File: src/rtl/vga_pkg.sv
// Shared VGA timing constants and helpers for the 640x480@60 video path.
package vga_pkg;

  localparam int unsigned COUNT_W     = 10;
  localparam int unsigned CMP_W       = 11;
  localparam int unsigned VIDEO_W_DEF = 3;

  localparam int unsigned TOTAL_COLS_DEF       = 800;
  localparam int unsigned TOTAL_ROWS_DEF       = 525;
  localparam int unsigned ACTIVE_COLS_DEF      = 640;
  localparam int unsigned ACTIVE_ROWS_DEF      = 480;
  localparam int unsigned FRONT_PORCH_HORZ_DEF = 18;
  localparam int unsigned BACK_PORCH_HORZ_DEF  = 50;
  localparam int unsigned FRONT_PORCH_VERT_DEF = 10;
  localparam int unsigned BACK_PORCH_VERT_DEF  = 33;

  // Half-open window test lo <= val < hi, widened so porch sums cannot wrap.
  function automatic logic in_window(input logic [CMP_W-1:0] val,
                                     input logic [CMP_W-1:0] lo,
                                     input logic [CMP_W-1:0] hi);
    return (val >= lo) && (val < hi);
  endfunction

endpackage

File: src/rtl/vga_sync_porch_if.sv
// Upstream pattern-generator signals in, board VGA pins out.
interface vga_sync_porch_if
  import vga_pkg::*;
#(
  parameter int unsigned VIDEO_WIDTH = VIDEO_W_DEF
);

  logic                   i_HSync;
  logic                   i_VSync;
  logic [VIDEO_WIDTH-1:0] i_Red_Video;
  logic [VIDEO_WIDTH-1:0] i_Grn_Video;
  logic [VIDEO_WIDTH-1:0] i_Blu_Video;

  logic                   o_HSync;
  logic                   o_VSync;
  logic [VIDEO_WIDTH-1:0] o_Red_Video;
  logic [VIDEO_WIDTH-1:0] o_Grn_Video;
  logic [VIDEO_WIDTH-1:0] o_Blu_Video;

  modport master (
    output i_HSync, i_VSync, i_Red_Video, i_Grn_Video, i_Blu_Video,
    input  o_HSync, o_VSync, o_Red_Video, o_Grn_Video, o_Blu_Video
  );

  modport slave (
    input  i_HSync, i_VSync, i_Red_Video, i_Grn_Video, i_Blu_Video,
    output o_HSync, o_VSync, o_Red_Video, o_Grn_Video, o_Blu_Video
  );

endinterface

File: src/rtl/vga_frame_counter.sv
// Frame-start detect on the i_VSync rising edge, col/row position counters and
// a sticky lock flag that says the counters are aligned to the upstream frame.
module vga_frame_counter
  import vga_pkg::*;
#(
  parameter int unsigned TOTAL_COLS = TOTAL_COLS_DEF,
  parameter int unsigned TOTAL_ROWS = TOTAL_ROWS_DEF
) (
  input  logic               i_Clk,
  input  logic               i_Rst_L,
  input  logic               i_VSync,
  output logic [COUNT_W-1:0] o_Col,
  output logic [COUNT_W-1:0] o_Row,
  output logic               o_Locked
);

  logic               r_VSync_Prev;
  logic               r_Locked;
  logic [COUNT_W-1:0] r_Col;
  logic [COUNT_W-1:0] r_Row;
  logic               frame_start_c;
  logic               col_last_c;
  logic               row_last_c;

  assign frame_start_c = i_VSync & ~r_VSync_Prev;
  assign col_last_c    = (r_Col == COUNT_W'(TOTAL_COLS - 1));
  assign row_last_c    = (r_Row == COUNT_W'(TOTAL_ROWS - 1));

  // A frame start always wins over the free-running wrap, so a mid-frame
  // resync snaps the position back to the origin in a single cycle.
  always_ff @(posedge i_Clk or negedge i_Rst_L) begin
    if (!i_Rst_L) begin
      r_VSync_Prev <= 1'b0;
      r_Locked     <= 1'b0;
      r_Col        <= '0;
      r_Row        <= '0;
    end else begin
      r_VSync_Prev <= i_VSync;
      if (frame_start_c) begin
        r_Locked <= 1'b1;
        r_Col    <= '0;
        r_Row    <= '0;
      end else if (col_last_c) begin
        r_Col <= '0;
        r_Row <= row_last_c ? '0 : r_Row + COUNT_W'(1);
      end else begin
        r_Col <= r_Col + COUNT_W'(1);
      end
    end
  end

  assign o_Col    = r_Col;
  assign o_Row    = r_Row;
  assign o_Locked = r_Locked;

endmodule

File: src/rtl/vga_sync_porch.sv
// VGA output stage: regenerates porch-framed sync pulses from the upstream
// active-region flags and blanks video, with two-cycle matched latency.
module vga_sync_porch
  import vga_pkg::*;
#(
  parameter int unsigned VIDEO_WIDTH      = VIDEO_W_DEF,
  parameter int unsigned TOTAL_COLS       = TOTAL_COLS_DEF,
  parameter int unsigned TOTAL_ROWS       = TOTAL_ROWS_DEF,
  parameter int unsigned ACTIVE_COLS      = ACTIVE_COLS_DEF,
  parameter int unsigned ACTIVE_ROWS      = ACTIVE_ROWS_DEF,
  parameter int unsigned FRONT_PORCH_HORZ = FRONT_PORCH_HORZ_DEF,
  parameter int unsigned BACK_PORCH_HORZ  = BACK_PORCH_HORZ_DEF,
  parameter int unsigned FRONT_PORCH_VERT = FRONT_PORCH_VERT_DEF,
  parameter int unsigned BACK_PORCH_VERT  = BACK_PORCH_VERT_DEF
) (
  input  logic            i_Clk,
  input  logic            i_Rst_L,
  vga_sync_porch_if.slave vga
);

  localparam logic [CMP_W-1:0] H_PULSE_LO = CMP_W'(ACTIVE_COLS + FRONT_PORCH_HORZ);
  localparam logic [CMP_W-1:0] H_PULSE_HI = CMP_W'(TOTAL_COLS - BACK_PORCH_HORZ);
  localparam logic [CMP_W-1:0] V_PULSE_LO = CMP_W'(ACTIVE_ROWS + FRONT_PORCH_VERT);
  localparam logic [CMP_W-1:0] V_PULSE_HI = CMP_W'(TOTAL_ROWS - BACK_PORCH_VERT);
  localparam logic [CMP_W-1:0] H_ACTIVE   = CMP_W'(ACTIVE_COLS);
  localparam logic [CMP_W-1:0] V_ACTIVE   = CMP_W'(ACTIVE_ROWS);

  logic [COUNT_W-1:0]     fc_col;
  logic [COUNT_W-1:0]     fc_row;
  logic                   fc_locked;

  logic [VIDEO_WIDTH-1:0] r_Red_S0, r_Grn_S0, r_Blu_S0;
  logic [VIDEO_WIDTH-1:0] r_Red_S1, r_Grn_S1, r_Blu_S1;
  logic [COUNT_W-1:0]     r_Col_S1;
  logic [COUNT_W-1:0]     r_Row_S1;
  logic                   r_Locked_S1;

  logic                   r_HSync;
  logic                   r_VSync;
  logic [VIDEO_WIDTH-1:0] r_Red, r_Grn, r_Blu;

  logic                   h_pulse_c;
  logic                   v_pulse_c;
  logic                   active_c;
  logic                   unused_hsync_c;

  // Upstream column alignment is carried entirely by i_VSync.
  assign unused_hsync_c = vga.i_HSync;

  vga_frame_counter #(
    .TOTAL_COLS (TOTAL_COLS),
    .TOTAL_ROWS (TOTAL_ROWS)
  ) u_frame_counter (
    .i_Clk    (i_Clk),
    .i_Rst_L  (i_Rst_L),
    .i_VSync  (vga.i_VSync),
    .o_Col    (fc_col),
    .o_Row    (fc_row),
    .o_Locked (fc_locked)
  );

  // The counter value after edge t names the sample captured at t, so the
  // video is registered once here to stay aligned with it.
  always_ff @(posedge i_Clk or negedge i_Rst_L) begin
    if (!i_Rst_L) begin
      r_Red_S0    <= '0;
      r_Grn_S0    <= '0;
      r_Blu_S0    <= '0;
      r_Red_S1    <= '0;
      r_Grn_S1    <= '0;
      r_Blu_S1    <= '0;
      r_Col_S1    <= '0;
      r_Row_S1    <= '0;
      r_Locked_S1 <= 1'b0;
    end else begin
      r_Red_S0    <= vga.i_Red_Video;
      r_Grn_S0    <= vga.i_Grn_Video;
      r_Blu_S0    <= vga.i_Blu_Video;
      r_Red_S1    <= r_Red_S0;
      r_Grn_S1    <= r_Grn_S0;
      r_Blu_S1    <= r_Blu_S0;
      r_Col_S1    <= fc_col;
      r_Row_S1    <= fc_row;
      r_Locked_S1 <= fc_locked;
    end
  end

  always_comb begin
    h_pulse_c = in_window(CMP_W'(r_Col_S1), H_PULSE_LO, H_PULSE_HI);
    v_pulse_c = in_window(CMP_W'(r_Row_S1), V_PULSE_LO, V_PULSE_HI);
    active_c  = (CMP_W'(r_Col_S1) < H_ACTIVE) && (CMP_W'(r_Row_S1) < V_ACTIVE);
  end

  // Hold the pins idle until the counters have seen a frame start.
  always_ff @(posedge i_Clk or negedge i_Rst_L) begin
    if (!i_Rst_L) begin
      r_HSync <= 1'b1;
      r_VSync <= 1'b1;
      r_Red   <= '0;
      r_Grn   <= '0;
      r_Blu   <= '0;
    end else if (!r_Locked_S1) begin
      r_HSync <= 1'b1;
      r_VSync <= 1'b1;
      r_Red   <= '0;
      r_Grn   <= '0;
      r_Blu   <= '0;
    end else begin
      r_HSync <= ~h_pulse_c;
      r_VSync <= ~v_pulse_c;
      r_Red   <= active_c ? r_Red_S1 : '0;
      r_Grn   <= active_c ? r_Grn_S1 : '0;
      r_Blu   <= active_c ? r_Blu_S1 : '0;
    end
  end

  assign vga.o_HSync     = r_HSync;
  assign vga.o_VSync     = r_VSync;
  assign vga.o_Red_Video = r_Red;
  assign vga.o_Grn_Video = r_Grn;
  assign vga.o_Blu_Video = r_Blu;

endmodule

File: src/flat_wrapper.sv
// flat-port wrapper written by rule: the top's interface ports become plain ports
module vga_sync_porch_flat import vga_pkg::*;
#(
  parameter int unsigned VIDEO_WIDTH      = VIDEO_W_DEF,
  parameter int unsigned TOTAL_COLS       = TOTAL_COLS_DEF,
  parameter int unsigned TOTAL_ROWS       = TOTAL_ROWS_DEF,
  parameter int unsigned ACTIVE_COLS      = ACTIVE_COLS_DEF,
  parameter int unsigned ACTIVE_ROWS      = ACTIVE_ROWS_DEF,
  parameter int unsigned FRONT_PORCH_HORZ = FRONT_PORCH_HORZ_DEF,
  parameter int unsigned BACK_PORCH_HORZ  = BACK_PORCH_HORZ_DEF,
  parameter int unsigned FRONT_PORCH_VERT = FRONT_PORCH_VERT_DEF,
  parameter int unsigned BACK_PORCH_VERT  = BACK_PORCH_VERT_DEF
)
  (i_Clk, i_Rst_L, vga_i_HSync, vga_i_VSync, vga_i_Red_Video, vga_i_Grn_Video, vga_i_Blu_Video, vga_o_HSync, vga_o_VSync, vga_o_Red_Video, vga_o_Grn_Video, vga_o_Blu_Video);
  vga_sync_porch_if #(.VIDEO_WIDTH(VIDEO_WIDTH)) vga_i ();
  input  logic i_Clk;
  input  logic i_Rst_L;
  input wire logic [$bits(vga_i.i_HSync)-1:0] vga_i_HSync;
  input wire logic [$bits(vga_i.i_VSync)-1:0] vga_i_VSync;
  input wire logic [$bits(vga_i.i_Red_Video)-1:0] vga_i_Red_Video;
  input wire logic [$bits(vga_i.i_Grn_Video)-1:0] vga_i_Grn_Video;
  input wire logic [$bits(vga_i.i_Blu_Video)-1:0] vga_i_Blu_Video;
  output wire logic [$bits(vga_i.o_HSync)-1:0] vga_o_HSync;
  output wire logic [$bits(vga_i.o_VSync)-1:0] vga_o_VSync;
  output wire logic [$bits(vga_i.o_Red_Video)-1:0] vga_o_Red_Video;
  output wire logic [$bits(vga_i.o_Grn_Video)-1:0] vga_o_Grn_Video;
  output wire logic [$bits(vga_i.o_Blu_Video)-1:0] vga_o_Blu_Video;
  assign vga_i.i_HSync = vga_i_HSync;
  assign vga_i.i_VSync = vga_i_VSync;
  assign vga_i.i_Red_Video = vga_i_Red_Video;
  assign vga_i.i_Grn_Video = vga_i_Grn_Video;
  assign vga_i.i_Blu_Video = vga_i_Blu_Video;
  assign vga_o_HSync = vga_i.o_HSync;
  assign vga_o_VSync = vga_i.o_VSync;
  assign vga_o_Red_Video = vga_i.o_Red_Video;
  assign vga_o_Grn_Video = vga_i.o_Grn_Video;
  assign vga_o_Blu_Video = vga_i.o_Blu_Video;
  vga_sync_porch #(.VIDEO_WIDTH(VIDEO_WIDTH), .TOTAL_COLS(TOTAL_COLS), .TOTAL_ROWS(TOTAL_ROWS), .ACTIVE_COLS(ACTIVE_COLS), .ACTIVE_ROWS(ACTIVE_ROWS), .FRONT_PORCH_HORZ(FRONT_PORCH_HORZ), .BACK_PORCH_HORZ(BACK_PORCH_HORZ), .FRONT_PORCH_VERT(FRONT_PORCH_VERT), .BACK_PORCH_VERT(BACK_PORCH_VERT)) u_core (.i_Clk(i_Clk), .i_Rst_L(i_Rst_L), .vga(vga_i));
endmodule
File: config.mk
export PLATFORM = sky130hd
export DESIGN_NAME = vga_sync_porch_flat
export DESIGN_NICKNAME = d
export VERILOG_FILES = /design/src/rtl/vga_pkg.sv /design/src/rtl/vga_sync_porch_if.sv /design/src/rtl/vga_frame_counter.sv /design/src/rtl/vga_sync_porch.sv /design/src/flat_wrapper.sv
export SDC_FILE = /design/constraint.sdc
export NUM_CORES = 1
export LEC_CHECK = 0
export CAP_MARGIN = 30
export CORE_ASPECT_RATIO = 0.6
export CORE_MARGIN = 2
export CORE_UTILIZATION = 51
export CTS_BUF_LIST = sky130_fd_sc_hd__clkbuf_8
export DETAILED_ROUTE_END_ITERATION = 10
export PLACE_DENSITY = 0.75
export SYNTH_ARGS = -nofsm -noshare
export SYNTH_HDL_FRONTEND = slang
export SYNTH_SLANG_ARGS = --single-unit
File: constraint.sdc
create_clock -name i_Clk -period 4.45 [get_ports i_Clk]
set_input_delay 0.445 -clock i_Clk [delete_from_list [all_inputs] [get_ports i_Clk]]
set_output_delay 0.445 -clock i_Clk [all_outputs]
set_load 0.01 [all_outputs]
==> results of run 1 <==
[per-stage QoR]
stage / hold WS [ps] / worst slack (ps) / instances / power, µW
floorplan: 149 / 2760 / 184 / 737
global placement: 333 / 2440 / 266 / 776
detailed placement: 337 / 2410 / 266 / 782
CTS: 352 / 2400 / 281 / 1250
global route: 355 / 2160 / 281 / 1290
finish: 349 / 2320 / 281 / 1230
[critical path, cell delays in order (launching register included)]
cell     delay, ps
dfrtp_1        470
inv_1          110
ha_1           150
nand4_1        120
nor4b_1        690
o21ai_0        190
a32o_1         290
[worst paths after layout]
| kind | cells past startpoint | endpoint | from |
|---|---|---|---|
| max | 6 | u_core.u_frame_counter.o_Row[2]$_DFFE_PN0P_ | u_core.u_frame_counter.o_Row[1]$_DFFE_PN0P_ |
| min | 0 | u_core.r_Blu_S1[2]$_DFF_PN0_ | u_core.r_Blu_S0[2]$_DFF_PN0_ |
| max reg2reg | 6 | u_core.u_frame_counter.o_Row[2]$_DFFE_PN0P_ | u_core.u_frame_counter.o_Row[1]$_DFFE_PN0P_ |
| min reg2reg | 0 | u_core.r_Blu_S1[2]$_DFF_PN0_ | u_core.r_Blu_S0[2]$_DFF_PN0_ |
| max in group asynchronous | 3 | u_core.vga.o_Blu_Video[1]$_DFF_PN0_ | i_Rst_L |
| min in group asynchronous | 2 | u_core.u_frame_counter.r_VSync_Prev$_DFF_PN0_ | i_Rst_L |
[registers in the layout, summed over array words and instances (netlist names)]
name	count
u_core.r_Blu_S0	3
u_core.r_Grn_S1	3
u_core.r_Row_S1	9
u_core.u_frame_counter.o_Row	10
u_core.r_Red_S0	3
u_core.r_Grn_S0	3
u_core.r_Locked_S1	1
u_core.u_frame_counter.o_Col	10
u_core.vga.o_Red_Video	3
u_core.vga.o_VSync	1
u_core.vga.o_HSync	1
u_core.r_Blu_S1	3
u_core.r_Red_S1	3
u_core.u_frame_counter.r_VSync_Prev	1
u_core.r_Col_S1	9
u_core.vga.o_Grn_Video	3
u_core.vga.o_Blu_Video	3
u_core.u_frame_counter.o_Locked	1
[cell usage in the layout (no fill, tap or decap), drive strengths merged]
cell	instances
nand2b	2
o31a	1
dfrtp	68
or4b	1
xor2	4
nor2	12
a21oi	6
buf	2
o31ai	2
nor3b	1
xnor2	4
a31oi	1
nor4b	2
nand2	10
inv	3
clkinv	3
a32o	1
a31o	1
or4	4
nand4	9
dlygate4sd3	1
ha	3
dfstp	2
o21ai	5
nand3	6
nand4b	1
and4	2
and2	9
bufinv	1
o2bb2ai	3
clkinvlp	1
nor2b	2
and3	5
clkbuf	9
nor3	7
clkdlybuf4s50	21
o21a	3
[timing repair]
item                      4_1_cts  5_1_grt
hold buffers                    1        0
resized for setup               0        0
hold endpoints to repair       13        0
[power breakdown]
| group | internal, µW | switching, µW |
|---|---|---|
| combinational | 33.6 | 35.0 |
| clock | 249 | 214 |
| sequential | 674 | 28.4 |
[cell type report]
| class | instances | area (µm²) |
|---|---|---|
| clock inverter | 5 | 52.6 |
| inverter | 3 | 11.3 |
| sequential | 70 | 1750 |
| timing repair buffer | 24 | 233 |
| multi-input combinational | 107 | 693 |
| tap | 63 | 78.8 |
| clock buffer | 9 | 124 |
| fill | 338 | 1670 |
[routing by layer]
| layer | global-route usage | vias to the layer above |
|---|---|---|
| li1 | - | 708 |
| met1 | 0.261 | 758 |
| met2 | 0.278 | 52 |
| met3 | 0.0754 | 8 |
| met4 | 0.0704 | 0 |
| met5 | 0 | - |
[kinds of logic (layout without fill, tap and decap cells)]
family,count (synthesis),in the layout,synth area share
xor gates and xnor gates,8,8,0.0283
AOI/OAI and AO/OA,23,23,0.0617
DFF,70,70,0.709
and+or+nand+nor,73,73,0.175
buffers and inverters,7,41,0.0111
adders and majority gates,3,3,0.0152
==> impl_metrics.json, run 1 <==
{
  "status": "finished clean",
  "yosysWarnings": 0,
  "grt_max_degree": 58,
  "yosysMostFrequentCell": "dfrtp_1",
  "fp.dieW_um": 93.9,
  "wl_met1_mm": 2.08,
  "cts_max_path_buffers": 2,
  "area.growth.synth_to_final_pct": 19.1,
  "grt_pass1_vias": 1481,
  "drc": 0,
  "slew-limit-headroom": 0.462,
  "dr_wl_met2_mm": 1.98,
  "crit_fanout": 6,
  "required_ps": 4670,
  "clock_latency_ps": 330,
  "routed.top_layer": "met4",
  "cp.arrival_ps": 2360,
  "fin_crit_ps": 2130,
  "timing.critical_path.from_type": "flop",
  "start_util": 0.537,
  "worst_pin_slew_ps": 796,
  "cellPowerDensity_nw_per_um2": 419,
  "syn_area_um2": 2470,
  "die_y_um": 58.0,
  "grt_pass1_wl_mm": 7.42,
  "ys_seq_area_frac": 0.709,
  "vias": 1526,
  "synth.ff_latch_count": 70,
  "reg2reg_setup_slack_ps": 2320,
  "first_pass_iters": 4,
  "peakVddDrop_mv": 0.182,
  "fp.coreArea_um2": 4610,
  "netlist_top_cells_count": "dfrtp_1 (68), nor2_1 (12), nand2_1 (10)",
  "synthFlopType": "dfrtp_1",
  "antenna_found_initial": 0,
  "viasPerCell": 5.43,
  "wl_per_cell_um": 15.4,
  "drv_slew": 0,
  "cts-buffers-inserted": 9,
  "max-cap-violations": 0,
  "fin_skew_ps": 5.91,
  "p_leak_uw": 0.00128,
  "met3_length_um": 234,
  "rsz0062_at_grt": "no",
  "grt.overflow.total": 0,
  "place_congestion": 0.789,
  "hold_viol_final": 0,
  "ys_types": 35,
  "synth_area_per_cell_um2": 13.5,
  "cts_tree": "yes",
  "ys_async_sr_fraction": 1.00,
  "place_area_um2": 2760,
  "syn-num-nets": 200,
  "period_share": 0.479,
  "numClockSinks": 70,
  "drtIter0Drc": 85,
  "diodes": 0,
  "synth_edf_count": 0,
  "synth_area_leaders": "dfrtp_1 (69%), and2_1 (2.3%), nand4_1 (2.3%), dfstp_2 (2.1%), nor2_1 (1.8%)",
  "min_path_type": "reg2reg",
  "cp-end-kind": "flop",
  "path_clk_slew_ps": 70,
  "cts_root_buf": "clkbuf_8",
  "setup_viol_count_final": 0,
  "tns_ps": 0,
  "io_pins": 24,
  "detail-route-antenna-nets": 0,
  "post_cts_buffers": 0,
  "die_area_um2": 5440,
  "postLayoutCellArea_um2": 2950,
  "yosys.area.top_type_share": 0.688,
  "clock.fmax_ghz": 0.469,
  "final_nets": 231,
  "yosysTopAreaCell": "dfrtp_1",
  "synth_cells": 184,
  "placementRows": 19,
  "port_buffers": 22,
  "gr-usage-all-layers": 0.189,
  "cts_htree_levels": 3,
  "crit_type": "reg2reg",
  "layout-drive-gt1-share": 0.106,
  "hpwl_mm": 2.93,
  "final_core_util": 0.639,
  "routed_wl_mm": 4.33
}
Power figures use the tool's default switching activity.
==> run 2: changes to the inputs <==
Clock period 4.45 ns to 2.15 ns, I/O delays scaled along.
==> run 2 against run 1 <==
Register-to-register slack worse by 2000 ps. Non-clock buffer count is 3 higher. Global-route usage is 0.35 points lower. Clock power is 92% higher. Combinational power is 110% higher.
==> impl_metrics.json, run 2 (synthesized netlist as in run 1, its figures left out) <==
{
  "status": "finished clean",
  "crit_type": "reg2reg",
  "met3_length_um": 267,
  "place_area_um2": 2800,
  "layout-drive-gt1-share": 0.108,
  "setup_viol_count_final": 0,
  "wl_met1_mm": 1.94,
  "cp_cell_sequence": "ha_1 -> and4_1 -> nand3_2 -> or4_1 -> a21oi_1",
  "die_area_um2": 5440,
  "tns_ps": 0,
  "p_leak_uw": 0.00132,
  "wl_per_cell_um": 14.9,
  "layout_commonest_cell": "dfrtp_1",
  "numClockSinks": 70,
  "slowest_delay_ps": 530,
  "slowest_stage": "or4_1",
  "cp-end-kind": "flop",
  "place_congestion": 0.851,
  "worstReg2RegStart": "u_core.u_frame_counter.o_Col[1]$_DFF_PN0_",
  "cts_tree": "yes",
  "gr-usage-all-layers": 0.186,
  "min_path_type": "in2reg",
  "required_ps": 2410,
  "worst_pin_slew_ps": 478,
  "p_int_uw": 1930,
  "drtIter0Drc": 57,
  "rsz0062_at_grt": "no",
  "clock_latency_ps": 340,
  "multi_input_area_um2": 693,
  "vias": 1540,
  "slew-limit-headroom": 0.681,
  "postLayoutCellArea_um2": 2980,
  "crit_start": "u_core.u_frame_counter.o_Col[1]$_DFF_PN0_",
  "layout_common_cells": "dfrtp_1 (68), clkdlybuf4s50_1 (21), nor2_1 (12)",
  "max-cap-violations": 0,
  "power_frac_seq": 0.585,
  "placementRows": 19,
  "power_frac_comb": 0.057,
  "drc": 0,
  "detail-route-antenna-nets": 0,
  "period_share": 0.872,
  "p_sw_uw": 557,
  "first_pass_iters": 4,
  "cts-buffers-inserted": 9,
  "die_y_um": 58.0,
  "final_nets": 234,
  "clockPowerShare": 0.357,
  "dr_wl_met2_mm": 1.98,
  "diodes": 0,
  "fp.coreArea_um2": 4610,
  "io_pins": 24,
  "drv_slew": 0,
  "cts_resized": 0,
  "crit_fanout": 8,
  "fp.dieW_um": 93.9,
  "cts_root_buf": "clkbuf_8",
  "port_buffers": 22,
  "fin_crit_ps": 1870,
  "reg2reg_setup_slack_ps": 280,
  "grt_pass1_vias": 1523,
  "area.growth.synth_to_final_pct": 20.3,
  "hold_viol_final": 0,
  "timing.critical_path.from_type": "flop",
  "start_util": 0.537,
  "cts_max_path_buffers": 2,
  "routed_wl_mm": 4.26,
  "path_clk_slew_ps": 70,
  "clock.fmax_ghz": 0.533,
  "cp.arrival_ps": 2130,
  "fill_cells": 358,
  "antenna_found_initial": 0,
  "routed.top_layer": "met4",
  "crit_buf_inv": 0,
  "path_delay_family": "simple AND/OR/NAND/NOR gates",
  "grt_pass1_wl_mm": 7.16,
  "hpwl_mm": 2.99,
  "seqCellArea_um2": 1750,
  "netSwitchingFraction": 0.224,
  "cts_htree_levels": 3,
  "hold_start": "vga_i_Red_Video[0]",
  "grt.overflow.total": 0,
  "grt_max_degree": 52,
  "fin_skew_ps": 6.02,
  "viasPerCell": 5.38,
  "cellPowerDensity_nw_per_um2": 836,
  "peakVddDrop_mv": 0.474
}
-- run 2: worst reg2reg max path: stages (launching register included) --
cell and delay, ps:
dfrtp_1 390, ha_1 220, and4_1 300, nand3_2 190, or4_1 530, a21oi_1 150
-- run 2: worst paths after layout --
check	end	cells after the start
min in group asynchronous	u_core.u_frame_counter.o_Row[2]$_DFFE_PN0P_	2
max	u_core.u_frame_counter.o_Row[8]$_DFFE_PN0P_	5
max reg2reg	u_core.u_frame_counter.o_Row[8]$_DFFE_PN0P_	5
max in group asynchronous	u_core.vga.o_HSync$_DFF_PN1_	3
min	u_core.r_Red_S0[0]$_DFF_PN0_	1
min reg2reg	u_core.r_Grn_S1[1]$_DFF_PN0_	0
-- run 2: stage by stage --
step | total power (µW) | instances | setup WS [ps] | util | hold slack, ps
finish | 2490 | 286 | 275 | 0.645 | 317
global placement | 1610 | 269 | 324 | 0.606 | 179
global route | 2600 | 286 | 120 | 0.645 | 289
CTS | 2520 | 286 | 263 | 0.645 | 301
detailed placement | 1620 | 269 | 276 | 0.606 | 199
floorplan | 1530 | 184 | 461 | - | -80.6
-- run 2: layer usage --
metal / global-route usage / up-vias
li1: - / 714
met1: 0.236 / 756
met2: 0.270 / 57
met3: 0.0988 / 13
met4: 0.0787 / 0
met5: 0 / -
-- run 2: power by group through the flow --
stage                     combinational, µW  sequential [µW]  clock, µW
after floorplan                        58.8             1470          0
after global placement                  140             1470          0
after detailed placement                144             1480          0
after CTS                               147             1460        913
after global routing                    161             1470        974
final                                   143             1460        889
-- run 2: layout make-up --
type | count | share of cell area
sequential | 70 | 0.589
clock inverter | 5 | 0.00673
timing repair buffer | 27 | 0.0900
clock buffer | 11 | 0.0509
tap | 63 | 0.0265
multi-input combinational | 107 | 0.233
inverter | 3 | 0.00378
-- run 2: timing repair --
action,in CTS,in global routing
buffers inserted,0,0
endpoints found under the hold margin,19,0
hold buffers,1,0
==> run 3: changes to the inputs <==
Settings changed: RECOVER_POWER set to 100.
==> run 3 against run 2 <==
Final area fell by 0.42%. Clock-buffer cell count did not move. Cell count stayed put. Clock skew grew 0.61 ps. Sequential power about the same. Critical path type unchanged. Critical endpoint is now u_core.u_frame_counter.o_Row[1]$_DFFE_PN0P_.
==> impl_metrics.json, run 3 (synthesized netlist as in run 1, its figures left out) <==
{
  "status": "finished clean",
  "place_area_um2": 2800,
  "cp-end-kind": "flop",
  "clock.fmax_ghz": 0.516,
  "die_area_um2": 5440,
  "routed_wl_mm": 4.21,
  "path_clk_slew_ps": 70,
  "cts_root_buf": "clkbuf_8",
  "whs_path_depth": 0,
  "worstReg2RegStart": "u_core.u_frame_counter.o_Row[1]$_DFFE_PN0P_",
  "min_path_type": "reg2reg",
  "netSwitchingFraction": 0.223,
  "viasPerCell": 5.30,
  "fin_skew_ps": 6.62,
  "drc": 0,
  "whs_ps": 347,
  "clock_latency_ps": 340,
  "grt_pass1_wl_mm": 7.16,
  "power_frac_seq": 0.588,
  "p_leak_uw": 0.00130,
  "cellPowerDensity_nw_per_um2": 835,
  "fill_cells": 362,
  "max-cap-violations": 0,
  "layout_commonest_cell": "dfrtp_1",
  "start_util": 0.537,
  "place_congestion": 0.851,
  "crit_type": "reg2reg",
  "layout_common_cells": "dfrtp_1 (68), dlygate4sd3_1 (22), nor2_1 (12)",
  "port_buffers": 22,
  "layout-drive-gt1-share": 0.0897,
  "reg2reg_to": "u_core.u_frame_counter.o_Row[1]$_DFFE_PN0P_",
  "worst_pin_slew_ps": 1140,
  "hold_viol_final": 0,
  "antenna_found_initial": 0,
  "detail-route-antenna-nets": 0,
  "cts_htree_levels": 3,
  "vias": 1515,
  "reg2reg_depth": 6,
  "drtIter0Drc": 52,
  "cts_tree": "yes",
  "rsz0062_at_grt": "no",
  "tns_ps": 0,
  "fp.dieW_um": 93.9,
  "grt.overflow.total": 0,
  "diodes": 0,
  "postLayoutCellArea_um2": 2960,
  "hpwl_mm": 2.99,
  "final_core_util": 0.643,
  "grt_pass1_vias": 1523,
  "min_to": "u_core.r_Grn_S1[1]$_DFF_PN0_",
  "clockPowerShare": 0.357,
  "first_pass_iters": 5,
  "crit_fanout": 6,
  "setup_viol_count_final": 0,
  "hold_start": "u_core.r_Grn_S0[1]$_DFF_PN0_",
  "drv_slew": 0,
  "gr-usage-all-layers": 0.186,
  "required_ps": 2380,
  "slew-limit-headroom": 0.240,
  "die_y_um": 58.0,
  "area.growth.synth_to_final_pct": 19.8,
  "power_frac_comb": 0.055,
  "cts_max_path_buffers": 2,
  "numClockSinks": 70,
  "placementRows": 19,
  "p_int_uw": 1920,
  "period_share": 0.901,
  "cts_resized": 0,
  "p_sw_uw": 551,
  "fp.coreArea_um2": 4610,
  "reg2reg_setup_slack_ps": 210,
  "io_pins": 24,
  "final_nets": 234,
  "peakVddDrop_mv": 0.474,
  "cp.arrival_ps": 2170,
  "fin_crit_ps": 1940,
  "cts-buffers-inserted": 9,
  "grt_max_degree": 52,
  "timing.critical_path.from_type": "flop",
  "wl_per_cell_um": 14.7
}
-- run 3: power by group through the flow --
| stage | registers (µW) | clock network (µW) | logic [µW] |
|---|---|---|---|
| floorplan | 1470 | 0 | 58.8 |
| global placement | 1470 | 0 | 140 |
| global route | 1470 | 974 | 154 |
| detailed placement | 1480 | 0 | 144 |
| CTS | 1460 | 913 | 147 |
| finish | 1450 | 884 | 135 |
-- run 3: how the worst max path moves through the flow --
| stage | startpoint | end | slack [ps] | depth (start not counted) |
|---|---|---|---|---|
| floorplan | u_core.u_frame_counter.o_Row[0]$_DFFE_PN0P_ | u_core.u_frame_counter.o_Row[1]$_DFFE_PN0P_ | 460 | 6 |
| global route | u_core.u_frame_counter.o_Row[0]$_DFFE_PN0P_ | u_core.u_frame_counter.o_Row[1]$_DFFE_PN0P_ | 120 | 6 |
| global placement | u_core.u_frame_counter.o_Col[0]$_DFF_PN0_ | u_core.u_frame_counter.o_Row[8]$_DFFE_PN0P_ | 320 | 5 |
| finish | u_core.u_frame_counter.o_Row[1]$_DFFE_PN0P_ | u_core.u_frame_counter.o_Row[1]$_DFFE_PN0P_ | 210 | 6 |
| detailed placement | u_core.u_frame_counter.o_Col[1]$_DFF_PN0_ | u_core.u_frame_counter.o_Row[8]$_DFFE_PN0P_ | 280 | 5 |
| CTS | u_core.u_frame_counter.o_Col[1]$_DFF_PN0_ | u_core.u_frame_counter.o_Row[8]$_DFFE_PN0P_ | 260 | 5 |
-- run 3: timing repair --
| action | in CTS | in global routing |
|---|---|---|
| hold endpoints to repair | 19 | 0 |
| setup buffers | 0 | 0 |
| hold buffers | 1 | 0 |
-- run 3: area by class of cell --
| type | count | area (µm²) | share of cell area |
|---|---|---|---|
| Multi-Input combinational cell | 107 | 689 | 0.233 |
| Inverter | 3 | 11.3 | 0.00380 |
| Clock inverter | 5 | 20.0 | 0.00675 |
| Sequential cell | 70 | 1750 | 0.592 |
| Clock buffer | 11 | 151 | 0.0511 |
| Tap cell | 63 | 78.8 | 0.0266 |
| Timing Repair Buffer | 27 | 259 | 0.0874 |
-- run 3: through the flow --
step	power, µW	setup slack, ps	instances
floorplan	1530	461	184
global placement	1610	324	269
detailed placement	1620	276	269
CTS	2520	263	286
global route	2600	120	286
finish	2470	213	286
-- run 3: worst max-delay path, stage by stage (launching register included) --
cell	delay (ps)
dfrtp_1	450
inv_1	100
ha_1	140
nand4_1	120
or4b_1	610
and3_1	250
o21a_1	170
-- run 3: layer usage --
| metal | track usage | routed length [µm] |
|---|---|---|
| met4 | 0.0787 | 37 |
| met1 | 0.236 | 1910 |
| met2 | 0.270 | 2000 |
| met3 | 0.0988 | 269 |
| met5 | 0 | 0 |
==> variant, RTL diff (config.mk and constraints of run 2) <==
Reset style: synchronous (`i_Rst_L`), changed in 3 clocked blocks.
--- a/src/rtl/vga_frame_counter.sv
+++ b/src/rtl/vga_frame_counter.sv
@@ -28,7 +28,7 @@
 
   // A frame start always wins over the free-running wrap, so a mid-frame
   // resync snaps the position back to the origin in a single cycle.
-  always_ff @(posedge i_Clk or negedge i_Rst_L) begin
+  always_ff @(posedge i_Clk) begin
     if (!i_Rst_L) begin
       r_VSync_Prev <= 1'b0;
       r_Locked     <= 1'b0;
--- a/src/rtl/vga_sync_porch.sv
+++ b/src/rtl/vga_sync_porch.sv
@@ -61,7 +61,7 @@
 
   // The counter value after edge t names the sample captured at t, so the
   // video is registered once here to stay aligned with it.
-  always_ff @(posedge i_Clk or negedge i_Rst_L) begin
+  always_ff @(posedge i_Clk) begin
     if (!i_Rst_L) begin
       r_Red_S0    <= '0;
       r_Grn_S0    <= '0;
@@ -92,7 +92,7 @@
   end
 
   // Hold the pins idle until the counters have seen a frame start.
-  always_ff @(posedge i_Clk or negedge i_Rst_L) begin
+  always_ff @(posedge i_Clk) begin
     if (!i_Rst_L) begin
       r_HSync <= 1'b1;
       r_VSync <= 1'b1;
Function: differs if i_Rst_L is asserted again (counterexample within 4 cycles, from zero or initial values and one cycle with i_Rst_L low); with i_Rst_L held inactive, the same outputs for 10 cycles.
==> variant against run 2 <==
Combinational power shrank 49%. Utilization shrank 0.12 points. Hold slack gained 0.11 ns. Cell area shrank 1.2%. Sequential cell count is the same. Routed wire length grew 0.47%. Power grew 2.7%. Sequential share of layout area shrank 11 points. Setup slack lost 0.039 ns. Area after synthesis shrank 1.9%. Via count grew 6.4%. Critical path type unchanged. Critical endpoint is now u_core.u_frame_counter.o_Row[9].
==> variant: results (changes against run 2) <==
dpl hpwl = 2900 um (-3.0%)
max incr delay on CP = 0.45 ns (-0.08 ns)
CP arrival = 2.16 ns (+0.03 ns)
Leak = 1.10 nW (-16%)
vias per cell = 4.94 (-8.3%)
Hold WC Path Type = flop to flop
NumNets Final = 280 (+20%)
Yosys cell types = 39 (+11%)
Placer Congestion = 0.825 (-3.1%)
maximum VDD drop = 0.573 mV (+21%)
Worst Path Max Fanout = 4 (-4)
syn nets = 250 (+25%)
status = completed
WL met1 = 2280 um (+17%)
Post-synth ARST share = 0 (-1.00)
top cells by count, synth = dfxtp_1 (70), and2_1 (43), nor2_1 (23), nand3_1 (10)
Sw Ratio = 0.202 (-0.0223)
wire length on met2 = 1720 um (-13%)
sequential area share after synthesis = 0.577 (-0.131)
total track usage = 0.178 (-0.00748)
top cells by area, synth = dfxtp_1 (58%), and2_1 (11%), nor2_1 (3.6%)
clock skew = 0.00540 ns (-0.000616 ns)
largest net degree at the start of global routing = 36 (-31%)
drt wl/cell = 12.9 um (-13%)
critical path's slowest cell = nor4_4
Tightest Pin Transition = 0.425 ns (-0.0527 ns)
-- variant: cell types whose count changed after synthesis, moves of 4 or more --
cell            run 2  this run
or4_1               4         0
and2_1              9        43
nor3_1              7         3
dfrtp_1            68         0
dfxtp_1             0        70
nor4_1              0         5
nand3_1             5        10
nor2_1             12        23
-- variant: worst max-delay path, delay by kind of cell (launching register included) --
family,cells,cell delay [ns]
simple gates,2,0.72
flops,1,0.38
mux,1,0.15
compound gates,1,0.32
fa+ha+maj,1,0.25
-- variant: layout make-up --
type	instances	area [um^2]
Inverter	5	18.8
Fill cell	408	1620
Multi-Input combinational cell	151	961
Timing Repair Buffer	27	258
Sequential cell	70	1400
Tap cell	63	78.8
Clock inverter	6	85.1
Clock buffer	10	138
-- variant: kinds of logic after synthesis --
family,after synthesis,synth area share
AO/OA/AOI/OAI,15,0.0433
adder cells (fa/ha/maj),3,0.0155
flip-flops,70,0.577
XOR/XNOR,11,0.0397
AND/OR/NAND/NOR,120,0.289
buffers and inverters,13,0.0268
multiplexers,2,0.00825
-- variant: final timing paths --
check             slack, ns                             from                         endpoint  cells after the start
setup / recovery       0.24  u_core.u_frame_counter.o_Col[0]  u_core.u_frame_counter.o_Row[9]                      5
hold / removal         0.43               u_core.r_Blu_S1[2]        u_core.vga.o_Blu_Video[2]                      1
setup reg to reg       0.24  u_core.u_frame_counter.o_Col[0]  u_core.u_frame_counter.o_Row[9]                      5
hold reg to reg        0.43               u_core.r_Blu_S1[2]        u_core.vga.o_Blu_Video[2]                      1
-- variant: power groups by stage --
stage               Sequential, W  Clock, W  Combinational, W
floorplan                 0.00136         0         0.0000345
global placement          0.00136         0         0.0000709
detailed placement        0.00136         0         0.0000719
CTS                       0.00133   0.00118         0.0000726
global route              0.00133   0.00124         0.0000798
finish                    0.00133   0.00116         0.0000725
-- variant: per-layer routing --
metal	vias to the layer above	track usage
met5	-	0
met4	0	0.0567
met3	4	0.0793
met2	36	0.224
met1	752	0.270
li1	847	-
-- variant: per-stage QoR --
stage / hold WS (ns) / total power (W) / cell area, um^2 / setup slack, ns / instances
floorplan: 0.337 / 0.00139 / 2430 / 0.448 / 234
detailed placement: 0.411 / 0.00143 / 2720 / 0.247 / 316
global route: 0.443 / 0.00265 / 2940 / 0.00398 / 332
finish: 0.426 / 0.00256 / 2940 / 0.236 / 332
global placement: 0.400 / 0.00143 / 2720 / 0.269 / 316
CTS: 0.429 / 0.00258 / 2940 / 0.230 / 332
